<file path="src/rtl/rob_pkg.sv">
// Shared ROB types and defaults for the reorder buffer and its pointer controller.
// Optional feature macro: ROB_COMMIT_BYPASS_EN (see reorder_buffer.sv).
package rob_pkg;
  localparam int ROB_WIDTH = 3;
  localparam int XLEN      = 32;
  localparam int ROB_DEPTH = 1 << ROB_WIDTH;

  typedef struct packed {
    logic            busy;
    logic            ready;
    logic            has_rd;
    logic [4:0]      rd;
    logic [XLEN-1:0] value;
  } rob_entry_t;
endpackage

</file>
<file path="src/rtl/rob_ptr_ctrl.sv">
// Head/tail/occupancy tracking for the reorder buffer. Pointers wrap naturally at
// 2^ROB_WIDTH; count carries one extra bit so full and empty are distinguishable.
module rob_ptr_ctrl
  import rob_pkg::*;
#(
  parameter int ROB_WIDTH = rob_pkg::ROB_WIDTH
) (
  input  logic                 clk_in,
  input  logic                 rst_in,
  input  logic                 rdy_in,
  input  logic                 flush,
  input  logic                 issue,
  input  logic                 commit,
  output logic [ROB_WIDTH-1:0] head,
  output logic [ROB_WIDTH-1:0] tail,
  output logic [ROB_WIDTH:0]   count,
  output logic                 full,
  output logic                 empty
);
  // Count can only reach 2^ROB_WIDTH when full, so its MSB alone flags full.
  assign full  = count[ROB_WIDTH];
  assign empty = (count == '0);

  // Pointer/count update; freeze holds everything, flush rewinds to the origin.
  always_ff @(posedge clk_in or negedge rst_in) begin
    if (!rst_in) begin
      head  <= '0;
      tail  <= '0;
      count <= '0;
    end else if (rdy_in) begin
      if (flush) begin
        head  <= '0;
        tail  <= '0;
        count <= '0;
      end else begin
        if (issue)  tail <= tail + 1'b1;
        if (commit) head <= head + 1'b1;
        case ({issue, commit})
          2'b10:   count <= count + 1'b1;
          2'b01:   count <= count - 1'b1;
          default: count <= count;
        endcase
      end
    end
  end
endmodule

</file>
<file path="src/rtl/reorder_buffer.sv">
// In-order retirement queue: allocates tags at issue, captures CDB results,
// retires the oldest completed entry to the register file one per cycle.
// Optional macro ROB_COMMIT_BYPASS_EN: a CDB result targeting the head entry
// retires on the same edge it is broadcast, with the value taken from the bus.
module reorder_buffer
  import rob_pkg::*;
#(
  parameter int ROB_WIDTH = rob_pkg::ROB_WIDTH,
  parameter int XLEN      = rob_pkg::XLEN
) (
  input  logic                 clk_in,
  input  logic                 rst_in,
  input  logic                 rdy_in,
  input  logic                 from_dec_valid,
  input  logic                 from_dec_has_rd,
  input  logic [4:0]           from_dec_rd,
  output logic                 to_dec_full,
  output logic [ROB_WIDTH-1:0] to_dec_tag,
  input  logic                 from_cdb_valid,
  input  logic [ROB_WIDTH-1:0] from_cdb_tag,
  input  logic [XLEN-1:0]      from_cdb_value,
  input  logic                 from_flush,
  output logic                 to_rf_valid,
  output logic [4:0]           to_rf_rd,
  output logic [XLEN-1:0]      to_rf_wdata,
  output logic [ROB_WIDTH-1:0] to_rf_tag
);
  localparam int DEPTH = 1 << ROB_WIDTH;

  rob_entry_t             rob [DEPTH];
  logic [ROB_WIDTH-1:0]   head, tail;
  logic [ROB_WIDTH:0]     count;
  logic                   full, empty;
  logic                   issue_fire, commit_fire;
  logic [XLEN-1:0]        commit_value;

  rob_ptr_ctrl #(.ROB_WIDTH(ROB_WIDTH)) u_ptr (
    .clk_in (clk_in),
    .rst_in (rst_in),
    .rdy_in (rdy_in),
    .flush  (from_flush),
    .issue  (issue_fire),
    .commit (commit_fire),
    .head   (head),
    .tail   (tail),
    .count  (count),
    .full   (full),
    .empty  (empty)
  );

  assign to_dec_full = full;
  assign to_dec_tag  = tail;

  // Full is taken from the pre-edge count, so a same-cycle commit never frees a slot for issue.
  assign issue_fire = rdy_in && !from_flush && from_dec_valid && !full;

`ifdef ROB_COMMIT_BYPASS_EN
  logic cdb_hits_head;
  assign cdb_hits_head = from_cdb_valid && (from_cdb_tag == head);
  // Head retires on its stored ready bit or directly off the bus; stored value wins if both.
  assign commit_fire  = rdy_in && !from_flush && !empty && rob[head].busy &&
                        (rob[head].ready || cdb_hits_head);
  assign commit_value = rob[head].ready ? rob[head].value : from_cdb_value;
`else
  // Head retires only once its result has been captured on an earlier edge.
  assign commit_fire  = rdy_in && !from_flush && !empty && rob[head].busy && rob[head].ready;
  assign commit_value = rob[head].value;
`endif

  // Entry array: flush clears everything; otherwise writeback, retire, allocate (last write wins).
  always_ff @(posedge clk_in or negedge rst_in) begin
    if (!rst_in) begin
      for (int i = 0; i < DEPTH; i++) rob[i] <= '0;
    end else if (rdy_in) begin
      if (from_flush) begin
        for (int i = 0; i < DEPTH; i++) begin
          rob[i].busy  <= 1'b0;
          rob[i].ready <= 1'b0;
        end
      end else begin
        if (from_cdb_valid && rob[from_cdb_tag].busy) begin
          rob[from_cdb_tag].value <= from_cdb_value;
          rob[from_cdb_tag].ready <= 1'b1;
        end
        if (commit_fire) begin
          rob[head].busy  <= 1'b0;
          rob[head].ready <= 1'b0;
        end
        if (issue_fire) begin
          rob[tail].busy   <= 1'b1;
          rob[tail].ready  <= 1'b0;
          rob[tail].has_rd <= from_dec_has_rd;
          rob[tail].rd     <= from_dec_rd;
        end
      end
    end
  end

  // Commit port registers: strobe is a one-cycle pulse, x0/no-rd entries retire silently.
  always_ff @(posedge clk_in or negedge rst_in) begin
    if (!rst_in) begin
      to_rf_valid <= 1'b0;
      to_rf_rd    <= '0;
      to_rf_wdata <= '0;
      to_rf_tag   <= '0;
    end else if (!rdy_in || from_flush || !commit_fire) begin
      to_rf_valid <= 1'b0;
    end else begin
      to_rf_valid <= rob[head].has_rd && (rob[head].rd != 5'd0);
      to_rf_rd    <= rob[head].rd;
      to_rf_wdata <= commit_value;
      to_rf_tag   <= head;
    end
  end
endmodule

</file>
<file path="config.mk">
export PLATFORM = sky130hd
export DESIGN_NAME = reorder_buffer
export DESIGN_NICKNAME = d
export VERILOG_FILES = /design/src/rtl/rob_pkg.sv /design/src/rtl/rob_ptr_ctrl.sv /design/src/rtl/reorder_buffer.sv
export SDC_FILE = /design/constraint.sdc
export NUM_CORES = 1
export LEC_CHECK = 0
export ABC_AREA = 0
export CORE_UTILIZATION = 45
export CTS_CLUSTER_DIAMETER = 80
export CTS_CLUSTER_SIZE = 20
export DETAILED_ROUTE_END_ITERATION = 8
export SLEW_MARGIN = 0
export SYNTH_ARGS = -nofsm -noshare
export SYNTH_HDL_FRONTEND = slang
export SYNTH_SLANG_ARGS = --single-unit
</file>
<file path="constraint.sdc">
create_clock -name clk_in -period 3.1 [get_ports clk_in]
set_input_delay 0.62 -clock clk_in [delete_from_list [all_inputs] [get_ports clk_in]]
set_output_delay 0.62 -clock clk_in [all_outputs]
set_load 0.02 [all_outputs]
</file>
==> results_dict.tcl, run 1 <==
set metrics [dict create \
    status "finished clean" \
    nets 1504 \
    grt_usage_pct 22.3 \
    synth_edf_count 0 \
    timing_worst_slew_pin_value_ns 0.703 \
    final_cell_mix "dfrtp_1 (368), mux2_2 (338), a21oi_1 (139)" \
    layout_commonest_cell "dfrtp_1" \
    antenna_found_initial 2 \
    clock_skew_ns 0.0100 \
    ys_types 57 \
    port_buffers 91 \
    max_freq_ghz 0.341 \
    worstPathArrival_ns 3.41 \
    dp_cells 1931 \
    insertion_delay_ns 0.55 \
    core_area_um2 36900 \
    grt_max_degree 102 \
    globalplace.congestion 0.842 \
    maxCapViolCount 0 \
    routed_wl_mm 41.8 \
    crit_path_end_kind "flip-flop" \
    yosys_most_used_dff "dfrtp_1" \
    vias_per_cell 5.60 \
    tritoncts "done" \
    hp-class "reg2reg" \
    pwr_density_cell_nw_per_um2 515 \
    hpwl_mm 25.0 \
    nFillCells 3178 \
    drv_slew 0 \
    floorplan.initialDensity_pct 46.1 \
    peakVddDrop_mv 0.425 \
    cts.htree.levels 1 \
    grt_overflow 0 \
    netlist_area_um2 17000 \
    final_cells 1965 \
    dieArea_um2 38500 \
    min_period_over_period_pct 94.5 \
    synth_warnings 0 \
    slew_headroom_pct 53.1 \
    cp_max_fo 28 \
    synth_area_per_cell_um2 12.5 \
    grt_pass1_vias 11400 \
    final-hold-violation-count 0 \
    whs_ns 0.483 \
    drive_above_1_share_pct 31.3 \
    setup_slack_ns 0.171 \
    dp_slack_ns -0.0311 \
    ys_async_sr_fraction_pct 100 \
    start_kind "flip-flop" \
    fin_crit_ns 2.93 \
    grt_pass1_wl_mm 66.8 \
    cpPeakStageDelay_ns 0.61 \
    syn_inst 1362 \
    clk_pin_slew_ns 0.09 \
    final_antenna_net_count 0 \
    syn_nets 1413 \
    fp.dieH_um 196 \
    cts_buffers 23 \
    p_leak_uw 0.00892 \
    path_class "reg2reg" \
    crit_chain "buf_4, nor3_1, a21oi_1, nor2_1, nor3_1, ha_1, inv_1, nor2_1, a2111oi_0, a221o_1" \
    drt_iter0_drc 623 \
    clockBufferDepth 3 \
    wl_per_cell_um 21.3 \
    required_ns 3.58 \
    yosysSeqAreaShare_pct 54.7 \
    top_level_ports 92 \
    fp-row-count 70 \
    die_w_um 196 \
    critPathSlowestCell "dfrtp_4" \
    ys_ff_latch 371 \
    setup_viol 0 \
    dr.pass1.iters 5 \
    rsz0062_at_grt "no" \
    cts_resized 0 \
    cts_root_buffer "clkbuf_16" \
    dr_total_vias 11000 \
    syn_to_final_growth_pct 14.8 \
    clock_sinks 371 \
    drc 0 \
]
[cell usage after synthesis, drive strengths merged, types with 8 or more instances]
cell,count,area [µm²]
o22ai,34,213
o21ai,17,85.1
mux2,338,3810
inv,9,33.8
clkbuf,31,116
nand2,45,169
nor3,19,105
nand3,11,55.1
dfrtp,371,9280
nor4,8,71.3
nor2,116,443
a21oi,139,696
mux2i,83,831
buf,56,294
[layout make-up]
cell class              instances  area, µm²  share of cell area (%)
diodes                          1       2.50                  0.0128
well taps                     504        631                    3.23
inverters                      10       37.5                   0.193
flip-flops and latches        371       9290                    47.7
clock buffers                  26        607                    3.11
clock inverters                 6       43.8                   0.225
multi-input cells             894       7310                    37.5
repair buffers                153       1570                    8.06
[through the flow]
| stage | TNS (ns) | util [%] | instance area (µm²) | power [µW] |
|---|---|---|---|---|
| after floorplan | 0 | - | 17000 | 6550 |
| after global placement | 0 | 51.1 | 18800 | 7050 |
| after detailed placement | -0.0311 | 51.1 | 18800 | 7110 |
| after CTS | 0 | 52.9 | 19500 | 10200 |
| after global routing | 0 | 52.9 | 19500 | 10500 |
| final | 0 | 52.9 | 19500 | 10000 |
[worst max-delay path: cells and delay by family, from the launching register on]
family          cells  cell delay (ns)
flops               1             0.61
simple gates        4             0.54
compound gates      3             0.81
fa+ha+maj           1             0.30
buf+inv             2             0.59
[power breakdown]
part / leakage (µW) / switching (µW) / internal [µW]
logic: 0.00353 / 596 / 732
clock network: 0.000321 / 1640 / 1410
registers: 0.00507 / 297 / 5370
[cells by family after synthesis]
kind of cell / synth area share, %
multiplexers: 28.0
flip-flops: 54.7
AO/OA/AOI/OAI: 8.41
AND/OR/NAND/NOR: 5.88
buffers and inverters: 2.64
adder cells (fa/ha/maj): 0.295
XOR/XNOR: 0.155
[final timing paths]
| path | start | endpoint | slack, ns | cells after the start |
|---|---|---|---|---|
| worst max-delay path | u_ptr.head[1] | u_ptr.count[3] | 0.17 | 10 |
| worst min-delay path | rob[196] | rob[196] | 0.48 | 2 |
| worst max register to register | u_ptr.head[1] | u_ptr.count[3] | 0.17 | 10 |
| worst min register to register | rob[196] | rob[196] | 0.48 | 2 |
| max in group asynchronous | rst_in | rob[134] | 1.56 | 3 |
| min in group asynchronous | rst_in | to_rf_valid | 0.59 | 2 |
[metal layers]
layer / part of all wire [%] / global-route usage [%] / vias up / wire length, µm
li1: - / - / 5098 / -
met1: 48 / 32.5 / 5690 / 20300
met2: 46 / 35.6 / 173 / 19400
met3: 3.3 / 2.68 / 50 / 1400
met4: 1.9 / 4.75 / 2 / 778
met5: 0.031 / 0 / - / 13
[registers in the layout, indices dropped and copies added, names as in the netlist]
name and cells:
rob 320, to_rf_wdata 32, u_ptr.tail 3, u_ptr.count 4, to_rf_rd 5, to_rf_tag 3
to_rf_valid 1, u_ptr.head 3
[timing repair]
action                    in CTS  in global routing
hold endpoints to repair       2                  0
buffers inserted               0                  0
hold buffers                   1                  0
No activity file was read; power rests on OpenSTA's default activity.
==> run 2: changes to the inputs <==
--- a/config.mk
+++ b/config.mk
@@ -7,7 +7,6 @@
 export LEC_CHECK = 0
 export ABC_AREA = 0
 export CORE_UTILIZATION = 45
-export CTS_CLUSTER_DIAMETER = 80
 export CTS_CLUSTER_SIZE = 20
 export DETAILED_ROUTE_END_ITERATION = 8
 export SLEW_MARGIN = 0
==> run 2 against run 1 <==
Compared with the run above:
- the flow now finishes with violations (negative hold slack)
- first-iteration DRC count is 22% lower
- clock skew is 0.0043 ns higher
- wire length is 1.5% higher
- sequential cell count stayed put
- cell area is 3.8% higher
- setup slack better by 0.030 ns
- power is 20% higher
==> results_dict.tcl, run 2 (same netlist as run 1, synthesis figures left out) <==
set metrics [dict create \
    drive_above_1_share_pct 32.6 \
    grt_usage_pct 22.6 \
    clockBufferDepth 3 \
    final_cell_mix "dfrtp_1 (368), mux2_2 (338), a21oi_1 (139)" \
    dieArea_um2 38500 \
    cts_root_buffer "clkbuf_16" \
    postCtsHoldBufs 0 \
    top_level_ports 92 \
    peakVddDrop_mv 0.417 \
    insertion_delay_ns 0.54 \
    dp_cells 1931 \
    floorplan.initialDensity_pct 46.1 \
    timing_worst_slew_pin_value_ns 0.703 \
    required_ns 3.58 \
    path_class "reg2reg" \
    power.total_uw 12000 \
    violations "negative hold slack" \
    postCtsSetupRepairBufs 0 \
    cp_max_fo 28 \
    cp_num_buf_inv 2 \
    status "finished, violations left" \
    globalplace.congestion 0.842 \
    tritoncts "done" \
    ff2ff_path_depth 10 \
    drv_slew 0 \
    worst-path-stages 10 \
    core_area_um2 36900 \
    vias_per_cell 5.63 \
    final_antenna_net_count 0 \
    grt_max_degree 102 \
    largest-register "rob" \
    cts_resized 0 \
    grt_pass1_wl_mm 67.6 \
    whs_ns -0.00132 \
    rsz0062_at_grt "no" \
    max_freq_ghz 0.345 \
    maxCapViolCount 0 \
    layout_commonest_cell "dfrtp_1" \
    clk_pin_slew_ns 0.06 \
    cts.htree.levels 2 \
    hp-class "in2async" \
    reg_top3 "rob x320, to_rf_wdata x32, to_rf_rd x5" \
    worstPathArrival_ns 3.37 \
    final_cells 2007 \
    nets 1522 \
    grt_overflow 0 \
    wl_per_cell_um 21.2 \
    min_period_over_period_pct 93.5 \
    largest_reg_flops 320 \
    setup_tns_ns 0 \
    hpwl_mm 25.0 \
    dr_total_vias 11300 \
    syn_to_final_growth_pct 19.1 \
    clock_skew_ns 0.0143 \
    routed_wl_mm 42.4 \
    grt_pass1_vias 11700 \
    port_buffers 91 \
    slew_headroom_pct 53.1 \
    fin_util_pct 54.9 \
    cpPeakStageDelay_ns 0.60 \
    crit_family "compound AO/OA/AOI/OAI gates" \
    final-hold-violation-count 2 \
    drt_iter0_drc 485 \
    fp.dieH_um 196 \
    crit_chain "buf_4, nor3_1, a21oi_1, nor2_1, nor3_1, ha_1, inv_1, nor2_1, a2111oi_0, a221o_1" \
    fin_crit_ns 2.90 \
    drc 0 \
    nFillCells 3120 \
    fp-row-count 70 \
    crit_path_end_kind "flip-flop" \
    setup_viol 0 \
    start_kind "flip-flop" \
    clock_sinks 371 \
    critPathSlowestCell "dfrtp_4" \
    antenna_found_initial 2 \
    pwr_density_cell_nw_per_um2 594 \
    die_w_um 196 \
    cts_buffers 42 \
    p_leak_uw 0.00928 \
    dr.pass1.iters 5 \
]
-- run 2: cell types whose count changed in the layout (fill, tap and decap cells not counted), sizes merged --
cell,delta
dlygate4sd3,-1
inv,-2
bufinv,+3
clkbuf,+39
clkinv,+3
-- run 2: path summary, 6_finish.rpt --
check | from | endpoint | slack (ns)
min reg2reg | rob[193] | rob[193] | 0.48
min | rst_in | rob[317] | -0.001
max in group asynchronous | rst_in | rob[177] | 2.15
max | u_ptr.head[1] | u_ptr.count[3] | 0.20
max reg2reg | u_ptr.head[1] | u_ptr.count[3] | 0.20
min in group clk_in | rob[193] | rob[193] | 0.48
-- run 2: layout make-up --
type                            instances  area [µm²]  area share, %
Sequential cell                       371        9290           45.9
Multi-Input combinational cell        894        7310           36.1
Timing Repair Buffer                  152        1560           7.72
Clock buffer                           65        1270           6.27
Tap cell                              504         631           3.12
Clock inverter                         10         131          0.649
Inverter                               10        37.5          0.185
Antenna cell                            1        2.50         0.0124
-- run 2: routing by layer --
metal,part of all wire (%),track usage (%)
met1,47,32.1
met2,46,36.0
met3,4.1,3.47
met4,2.1,6.28
met5,0.031,0
-- run 2: report_power, final --
part	total, µW	internal (µW)	switching (µW)
Clock	5010	3060	1950
Combinational	1330	731	598
Sequential	5690	5390	301
Total	12000	9170	2850
-- run 2: through the flow --
step                      worst slack [ns]  hold slack, ns  instance area [µm²]
after global routing                0.0640          0.0355                20200
after floorplan                      0.338           0.324                17000
final                                0.201        -0.00132                20200
after CTS                            0.232          0.0239                20200
after global placement              0.0846           0.461                18800
after detailed placement           -0.0311           0.470                18800
